[src/rtl/main_fsm_if.sv]
`default_nettype none
// ============================================================================
//  Module   : main_fsm_if
//  Brief    : Control bundle between the multicycle FSM and the datapath.
//  Revision : 1.0
// ============================================================================
interface main_fsm_if #(
  parameter int CNT_W = 32
);
  logic [6:0]       opcode;
  logic             zero;
  logic             mem_ready;
  logic [1:0]       ALU_op;
  logic [1:0]       ALU_src_a;
  logic [1:0]       ALU_src_b;
  logic [1:0]       result_src;
  logic             adr_src;
  logic             IR_write;
  logic             PC_write;
  logic             reg_write;
  logic             mem_write;
  logic             illegal_instr;
  logic [CNT_W-1:0] instret;

  modport master (
    input  opcode, zero, mem_ready,
    output ALU_op, ALU_src_a, ALU_src_b, result_src, adr_src,
           IR_write, PC_write, reg_write, mem_write, illegal_instr, instret
  );

  modport slave (
    output opcode, zero, mem_ready,
    input  ALU_op, ALU_src_a, ALU_src_b, result_src, adr_src,
           IR_write, PC_write, reg_write, mem_write, illegal_instr, instret
  );
endinterface
`default_nettype wire

[src/rtl/main_fsm.sv]
`default_nettype none
// ============================================================================
//  Module   : main_fsm
//  Brief    : Multicycle RISC-V control FSM with memory stall and instret.
//  Revision : 1.0
// ============================================================================
module main_fsm #(
  parameter bit USE_MEM_READY = 1'b1,
  parameter int CNT_W         = 32
) (
  input  wire logic   clk,
  input  wire logic   reset,
  main_fsm_if.master  ctrl_io
);

  localparam logic [6:0] c_op_lw  = 7'b0000011;
  localparam logic [6:0] c_op_sw  = 7'b0100011;
  localparam logic [6:0] c_op_r   = 7'b0110011;
  localparam logic [6:0] c_op_i   = 7'b0010011;
  localparam logic [6:0] c_op_beq = 7'b1100011;
  localparam logic [6:0] c_op_jal = 7'b1101111;

  typedef enum logic [3:0] {
    S_FETCH    = 4'd0,
    S_DECODE   = 4'd1,
    S_MEMADR   = 4'd2,
    S_MEMREAD  = 4'd3,
    S_MEMWB    = 4'd4,
    S_MEMWRITE = 4'd5,
    S_EXECUTER = 4'd6,
    S_EXECUTEI = 4'd7,
    S_ALUWB    = 4'd8,
    S_BEQ      = 4'd9,
    S_JAL      = 4'd10
  } state_e;

  state_e           state_q, state_d;
  logic [CNT_W-1:0] instret_q, instret_d;

  logic       w_mem_ready;
  logic [1:0] w_alu_op, w_src_a, w_src_b, w_result_src;
  logic       w_adr_src, w_ir_write, w_pc_write, w_reg_write, w_mem_write;
  logic       w_illegal, w_retire;

  generate
    if (USE_MEM_READY) begin : g_mem_ready
      assign w_mem_ready = ctrl_io.mem_ready;
    end else begin : g_no_mem_ready
      assign w_mem_ready = 1'b1;
    end
  endgenerate

  always_ff @(posedge clk or posedge reset) begin
    if (reset) begin
      state_q   <= S_FETCH;
      instret_q <= '0;
    end else begin
      state_q   <= state_d;
      instret_q <= instret_d;
    end
  end

  always_comb begin
    state_d      = S_FETCH;
    w_alu_op     = 2'b00;
    w_src_a      = 2'b00;
    w_src_b      = 2'b00;
    w_result_src = 2'b00;
    w_adr_src    = 1'b0;
    w_ir_write   = 1'b0;
    w_pc_write   = 1'b0;
    w_reg_write  = 1'b0;
    w_mem_write  = 1'b0;
    w_illegal    = 1'b0;
    w_retire     = 1'b0;
    case (state_q)
      S_FETCH: begin
        w_src_b      = 2'b10;
        w_result_src = 2'b10;
        w_ir_write   = w_mem_ready;
        w_pc_write   = w_mem_ready;
        state_d      = w_mem_ready ? S_DECODE : S_FETCH;
      end
      S_DECODE: begin
        // Branch target is precomputed here into ALUOut for BEQ.
        w_src_a = 2'b01;
        w_src_b = 2'b01;
        case (ctrl_io.opcode)
          c_op_lw, c_op_sw: state_d = S_MEMADR;
          c_op_r:           state_d = S_EXECUTER;
          c_op_i:           state_d = S_EXECUTEI;
          c_op_jal:         state_d = S_JAL;
          c_op_beq:         state_d = S_BEQ;
          default: begin
            w_illegal = 1'b1;
            state_d   = S_FETCH;
          end
        endcase
      end
      S_MEMADR: begin
        w_src_a = 2'b10;
        w_src_b = 2'b01;
        state_d = (ctrl_io.opcode == c_op_lw) ? S_MEMREAD : S_MEMWRITE;
      end
      S_MEMREAD: begin
        w_adr_src = 1'b1;
        state_d   = w_mem_ready ? S_MEMWB : S_MEMREAD;
      end
      S_MEMWB: begin
        w_result_src = 2'b01;
        w_reg_write  = 1'b1;
        w_retire     = 1'b1;
      end
      S_MEMWRITE: begin
        w_adr_src   = 1'b1;
        w_mem_write = 1'b1;
        w_retire    = w_mem_ready;
        state_d     = w_mem_ready ? S_FETCH : S_MEMWRITE;
      end
      S_EXECUTER: begin
        w_src_a  = 2'b10;
        w_alu_op = 2'b10;
        state_d  = S_ALUWB;
      end
      S_EXECUTEI: begin
        w_src_a  = 2'b10;
        w_src_b  = 2'b01;
        w_alu_op = 2'b10;
        state_d  = S_ALUWB;
      end
      S_ALUWB: begin
        w_reg_write = 1'b1;
        w_retire    = 1'b1;
      end
      S_BEQ: begin
        w_src_a    = 2'b10;
        w_alu_op   = 2'b01;
        w_pc_write = ctrl_io.zero;
        w_retire   = 1'b1;
      end
      S_JAL: begin
        w_src_a    = 2'b01;
        w_src_b    = 2'b10;
        w_pc_write = 1'b1;
        state_d    = S_ALUWB;
      end
      default: state_d = S_FETCH;
    endcase
    instret_d = instret_q + (w_retire ? CNT_W'(1) : CNT_W'(0));
  end

  assign ctrl_io.ALU_op     = w_alu_op;
  assign ctrl_io.ALU_src_a  = w_src_a;
  assign ctrl_io.ALU_src_b  = w_src_b;
  assign ctrl_io.result_src = w_result_src;
  assign ctrl_io.adr_src    = w_adr_src;
  assign ctrl_io.instret    = instret_q;

  // Reset already forces FETCH asynchronously; only the write strobes need masking.
  assign ctrl_io.IR_write      = w_ir_write  & ~reset;
  assign ctrl_io.PC_write      = w_pc_write  & ~reset;
  assign ctrl_io.reg_write     = w_reg_write & ~reset;
  assign ctrl_io.mem_write     = w_mem_write & ~reset;
  assign ctrl_io.illegal_instr = w_illegal   & ~reset;

endmodule
`default_nettype wire

[src/flat_wrapper.sv]
// flat-port wrapper written by rule: the top's interface ports become plain ports
module main_fsm_flat 
#(
  parameter bit USE_MEM_READY = 1'b1,
  parameter int CNT_W         = 32
)
  (clk, reset, ctrl_io_opcode, ctrl_io_zero, ctrl_io_mem_ready, ctrl_io_ALU_op, ctrl_io_ALU_src_a, ctrl_io_ALU_src_b, ctrl_io_result_src, ctrl_io_adr_src, ctrl_io_IR_write, ctrl_io_PC_write, ctrl_io_reg_write, ctrl_io_mem_write, ctrl_io_illegal_instr, ctrl_io_instret);
  main_fsm_if #(.CNT_W(CNT_W)) ctrl_io_i ();
  input  wire logic clk;
  input  wire logic reset;
  input wire logic [$bits(ctrl_io_i.opcode)-1:0] ctrl_io_opcode;
  input wire logic [$bits(ctrl_io_i.zero)-1:0] ctrl_io_zero;
  input wire logic [$bits(ctrl_io_i.mem_ready)-1:0] ctrl_io_mem_ready;
  output wire logic [$bits(ctrl_io_i.ALU_op)-1:0] ctrl_io_ALU_op;
  output wire logic [$bits(ctrl_io_i.ALU_src_a)-1:0] ctrl_io_ALU_src_a;
  output wire logic [$bits(ctrl_io_i.ALU_src_b)-1:0] ctrl_io_ALU_src_b;
  output wire logic [$bits(ctrl_io_i.result_src)-1:0] ctrl_io_result_src;
  output wire logic [$bits(ctrl_io_i.adr_src)-1:0] ctrl_io_adr_src;
  output wire logic [$bits(ctrl_io_i.IR_write)-1:0] ctrl_io_IR_write;
  output wire logic [$bits(ctrl_io_i.PC_write)-1:0] ctrl_io_PC_write;
  output wire logic [$bits(ctrl_io_i.reg_write)-1:0] ctrl_io_reg_write;
  output wire logic [$bits(ctrl_io_i.mem_write)-1:0] ctrl_io_mem_write;
  output wire logic [$bits(ctrl_io_i.illegal_instr)-1:0] ctrl_io_illegal_instr;
  output wire logic [$bits(ctrl_io_i.instret)-1:0] ctrl_io_instret;
  assign ctrl_io_i.opcode = ctrl_io_opcode;
  assign ctrl_io_i.zero = ctrl_io_zero;
  assign ctrl_io_i.mem_ready = ctrl_io_mem_ready;
  assign ctrl_io_ALU_op = ctrl_io_i.ALU_op;
  assign ctrl_io_ALU_src_a = ctrl_io_i.ALU_src_a;
  assign ctrl_io_ALU_src_b = ctrl_io_i.ALU_src_b;
  assign ctrl_io_result_src = ctrl_io_i.result_src;
  assign ctrl_io_adr_src = ctrl_io_i.adr_src;
  assign ctrl_io_IR_write = ctrl_io_i.IR_write;
  assign ctrl_io_PC_write = ctrl_io_i.PC_write;
  assign ctrl_io_reg_write = ctrl_io_i.reg_write;
  assign ctrl_io_mem_write = ctrl_io_i.mem_write;
  assign ctrl_io_illegal_instr = ctrl_io_i.illegal_instr;
  assign ctrl_io_instret = ctrl_io_i.instret;
  main_fsm #(.USE_MEM_READY(USE_MEM_READY), .CNT_W(CNT_W)) u_core (.clk(clk), .reset(reset), .ctrl_io(ctrl_io_i));
endmodule
[config.mk]
export PLATFORM = sky130hd
export DESIGN_NAME = main_fsm_flat
export DESIGN_NICKNAME = d
export VERILOG_FILES = /design/src/rtl/main_fsm_if.sv /design/src/rtl/main_fsm.sv /design/src/flat_wrapper.sv
export SDC_FILE = /design/constraint.sdc
export NUM_CORES = 1
export LEC_CHECK = 0
export CAP_MARGIN = 20
export CORE_ASPECT_RATIO = 0.7
export CORE_MARGIN = 2
export CORE_UTILIZATION = 48
export DETAILED_ROUTE_END_ITERATION = 10
export GPL_TIMING_DRIVEN = 0
export PLACE_DENSITY = 0.91
export SETUP_SLACK_MARGIN = 0.5
export SYNTH_ARGS = -nofsm -noshare
export SYNTH_HDL_FRONTEND = slang
export SYNTH_SLANG_ARGS = --single-unit
[constraint.sdc]
create_clock -name clk -period 2.9 [get_ports clk]
set_input_delay 0.58 -clock clk [delete_from_list [all_inputs] [get_ports clk]]
set_output_delay 0.58 -clock clk [all_outputs]
set_load 0.01 [all_outputs]
==> Flow_metrics.wiki, run 1 <==
{| class="wikitable"
! Metric !! Value
|-
| Result of the run || completed
|-
| Syn avg cell area || 10.02 um2
|-
| Horizontal die dimension || 82.36 um
|-
| Tightest Hold Check Type || register to register
|-
| Required time at the worst-slack endpoint || 3120 ps
|-
| Std-Cell Core Area || 4018 um2
|-
| Area taken by flip-flops and latches || 903.4 um2
|-
| Vias in the first global route || 1861
|-
| Seq cells post-synth || 36
|-
| Number of antenna violations at the first check in global routing || 0
|-
| Initial Utilization || 0.5135
|-
| Mapped Nets || 220
|-
| Sum of routed wire length over all layers || 5829 um
|-
| Slew Viols, Final || 0
|-
| Setup repair after global routing missed its margin || true
|-
| Clock slew seen by the registers of the worst setup and hold paths || 70 ps
|-
| Leakage component of the power || 1.292 nW
|-
| Number of maximum-capacitance constraint violations || 0
|-
| CTS Buffer Depth || 2
|-
| Vias || 1923
|-
| CTS tree || built
|-
| Length of the first detailed-routing pass in iterations || 4
|-
| Kind of critical path || register to register
|-
| Number of distinct library cells after synthesis || 48
|-
| CTS H-tree lvls || 2
|-
| Hold buffer count at CTS || 0
|-
| Post-layout min period || 2482 ps
|-
| Maximum clock frequency || 402.9 MHz
|-
| Cts bufs inserted || 5
|-
| Measured slew at the worst slew-check pin || 696.6 ps
|-
| Detail Placement HPWL || 3845 um
|-
| Site Rows || 19
|-
| Number of design rule violations left after detail routing || 0
|-
| Netlist Area Pre-Place || 2063 um2
|-
| Multi-input gate area || 1185 um2
|-
| Number of I/O port buffers || 56
|-
| Detail Route Antenna Nets || 0
|-
| Gr usage total || 0.2428
|-
| Antenna diode count || 0
|-
| Total Negative Setup Slacks || 0 ps
|-
| Clk root buf || sky130_fd_sc_hd__clkbuf_8
|-
| Clock Skew || 4.081 ps
|-
| Combinational fraction of design power || 0.165
|-
| Fill count || 294
|-
| Worst supply voltage drop on vdd || 0.2848 mV
|-
| Proportion of synthesized chip area in sequential cells || 0.4366
|-
| Post-Synthesis Cells || 206
|-
| Setup violations, final || 0
|-
| Kind of start point of the critical path || register
|-
| Final standard cell area without fillers || 2934 um2
|-
| Average vias per placed instance || 5.863
|-
| Number of primary I/O pins || 57
|-
| Maximum number of pins on one net before global-route repair || 14
|-
| Source-to-sink clock delay at the later pin of the worst-skew pair || 300 ps
|-
| Synth-to-layout area growth || 42.21%
|-
| Maximum net fanout on the critical path || 6
|-
| Switching power total || 0.2995 mW
|-
| Global-route wire length before repair || 8735 um
|-
| Internal Dissipation || 0.7803 mW
|-
| Hold Vio Cnt, Final || 0
|-
| Die boundary height || 58.86 um
|-
| Power per cell area || 368.0 nW/um2
|-
| Post-layout net count || 290
|-
| Post-Layout Cell Count || 328
|-
| Power share of the clock group || 0.319
|-
| Die Area || 4847 um2
|-
| Weighted congestion reported at the end of routability-driven placement || 0.9031
|-
| Cell Count Post-Placement || 315
|-
| Fin crit share || 0.8560
|-
| Max transition margin || 0.5331
|-
| Routed wirelength normalized by instance count || 17.77 um
|-
| Initial DRC count || 204
|-
| Area after DPL || 2704 um2
|-
| Fraction of final layout cells sized beyond drive strength 1 || 0.1920
|-
| Sequential power share || 0.516
|-
| Switching Fraction || 0.2774
|-
| Yosys warning count || 0
|-
| Worst hold margin || 500.4 ps
|-
| Arr. time, crit path || 2700 ps
|-
| Overall Power || 1.080 mW
|-
| Clock Sinks || 36
|-
| Endpoint class of the critical path || register
|-
| Global route overflow || 0
|}
[power groups by stage]
stage,Clock (mW),Sequential [mW],Combinational (mW)
6_report,0.344,0.557,0.178
5_1_grt,0.377,0.559,0.195
4_1_cts,0.343,0.555,0.175
3_5_place_dp,0,0.562,0.172
3_3_place_gp,0,0.561,0.167
2_1_floorplan,0,0.566,0.0665
[metal layers]
metal | part of all wire | GRT usage | vias up
li1 | - | - | 885
met1 | 0.45 | 0.3538 | 945
met2 | 0.46 | 0.3525 | 79
met3 | 0.063 | 0.04755 | 14
met4 | 0.023 | 0.1048 | 0
met5 | 0 | 0 | -
[worst paths after layout]
| kind | start | end | slack [ps] | depth (start not counted) |
|---|---|---|---|---|
| max reg2reg | u_core.state_q[3] | u_core.ctrl_io.instret[22] | 420 | 9 |
| min in group asynchronous | reset | u_core.ctrl_io.instret[7] | 630 | 3 |
| min | u_core.ctrl_io.instret[31] | u_core.ctrl_io.instret[31] | 500 | 1 |
| max | u_core.state_q[3] | u_core.ctrl_io.instret[22] | 420 | 9 |
| max in group asynchronous | reset | u_core.ctrl_io.instret[20] | 1750 | 3 |
| min reg2reg | u_core.ctrl_io.instret[31] | u_core.ctrl_io.instret[31] | 500 | 1 |
[cells in the final DEF, fill, tap and decap left out, drive strengths merged, types with 3 or more instances in the layout]
| cell | instances |
|---|---|
| xor2 | 7 |
| nor3 | 6 |
| nand3 | 17 |
| and3 | 6 |
| nand2b | 3 |
| ha | 3 |
| dfrtp | 36 |
| nor2 | 13 |
| xnor2 | 24 |
| dlymetal6s2s | 4 |
| buf | 11 |
| o21ai | 3 |
| inv | 5 |
| clkdlybuf4s50 | 40 |
| nand2 | 13 |
| a21oi | 6 |
| nor4 | 8 |
| clkbuf | 11 |
| nor2b | 4 |
| nand4 | 12 |
| and4 | 5 |
| dlygate4sd2 | 10 |
[critical path, stage by stage (launching register included)]
cell and delay, ps:
sky130_fd_sc_hd__dfrtp_2 470, sky130_fd_sc_hd__nand2b_1 240, sky130_fd_sc_hd__a21o_1 190, sky130_fd_sc_hd__a21oi_2 170, sky130_fd_sc_hd__ha_2 200, sky130_fd_sc_hd__ha_2 190
sky130_fd_sc_hd__and4_4 290, sky130_fd_sc_hd__nand4_4 230, sky130_fd_sc_hd__nor4_4 240, sky130_fd_sc_hd__xor2_1 170
[state kept, by name, indices dropped and copies added, names as in the netlist]
name	count
u_core.ctrl_io.instret	32
u_core.state_q	4
[stage by stage]
| stage | setup WS (ps) | util |
|---|---|---|
| 2_1_floorplan | 635.3 | - |
| 4_1_cts | 384.7 | 0.7101 |
| 3_3_place_gp | -679.2 | 0.6693 |
| 5_1_grt | 343.5 | 0.7303 |
| 6_report | 417.7 | 0.7303 |
| 3_5_place_dp | -357.9 | 0.6730 |
[cell type report]
type / instances / area share
Buffer: 8 / 0.02431
Clock inverter: 1 / 0.001706
Multi-Input combinational cell: 156 / 0.4038
Inverter: 6 / 0.008955
Tap cell: 52 / 0.02217
Timing Repair inverter: 1 / 0.001706
Timing Repair Buffer: 62 / 0.2047
Clock buffer: 6 / 0.02473
Sequential cell: 36 / 0.3079
[synthesized netlist by cell type, drive strengths merged]
master | n | area, um2
a2111oi | 1 | 8.760
a211oi | 2 | 15.01
a21boi | 1 | 7.510
a21o | 2 | 15.01
a21oi | 6 | 30.03
a22o | 1 | 8.760
a311oi | 1 | 8.760
a31oi | 1 | 6.260
and2 | 1 | 6.260
and3 | 6 | 37.54
and4 | 5 | 46.30
buf | 3 | 21.27
clkbuf | 5 | 20.01
dfrtp | 36 | 900.9
ha | 3 | 37.54
inv | 6 | 22.52
mux2i | 1 | 10.01
nand2 | 13 | 48.80
nand2b | 3 | 18.77
nand3 | 17 | 85.08
nand3b | 2 | 15.01
nand4 | 12 | 96.34
nand4b | 1 | 8.760
nor2 | 13 | 48.80
nor2b | 4 | 25.02
nor3 | 6 | 30.03
nor3b | 1 | 7.510
nor4 | 8 | 86.33
nor4b | 1 | 23.77
o211ai | 1 | 7.510
o21a | 1 | 7.510
o21ai | 3 | 15.01
o22a | 1 | 8.760
o22ai | 1 | 6.260
o32ai | 1 | 8.760
or2 | 1 | 6.260
or3 | 2 | 17.52
or3b | 2 | 17.52
xnor2 | 24 | 210.2
xor2 | 7 | 61.31
[kinds of logic after synthesis]
family                     count (synthesis)  share of synthesized area
xor gates and xnor gates                  31                     0.1316
buffers and inverters                     14                    0.03092
muxes                                      1                   0.004852
adders and majority gates                  3                    0.01819
DFF                                       36                     0.4366
and+or+nand+nor                           98                     0.3032
AOI/OAI and AO/OA                         23                    0.07460
[what timing repair did]
action | CTS | global route
cloned | 1 | 0
endpoints found under the hold margin | 0 | 0
buffers inserted | 3 | 2
setup endpoints to repair | 37 | 26
resized for setup | 33 | 28
pin swaps | 0 | 4
(Power assumes the default switching activity.)
==> run 2: changes to the inputs <==
Settings changed: SLEW_MARGIN set to 0.
==> results of run 2 <==
The final DEF is identical to that of run 1; final timing and power are the same.
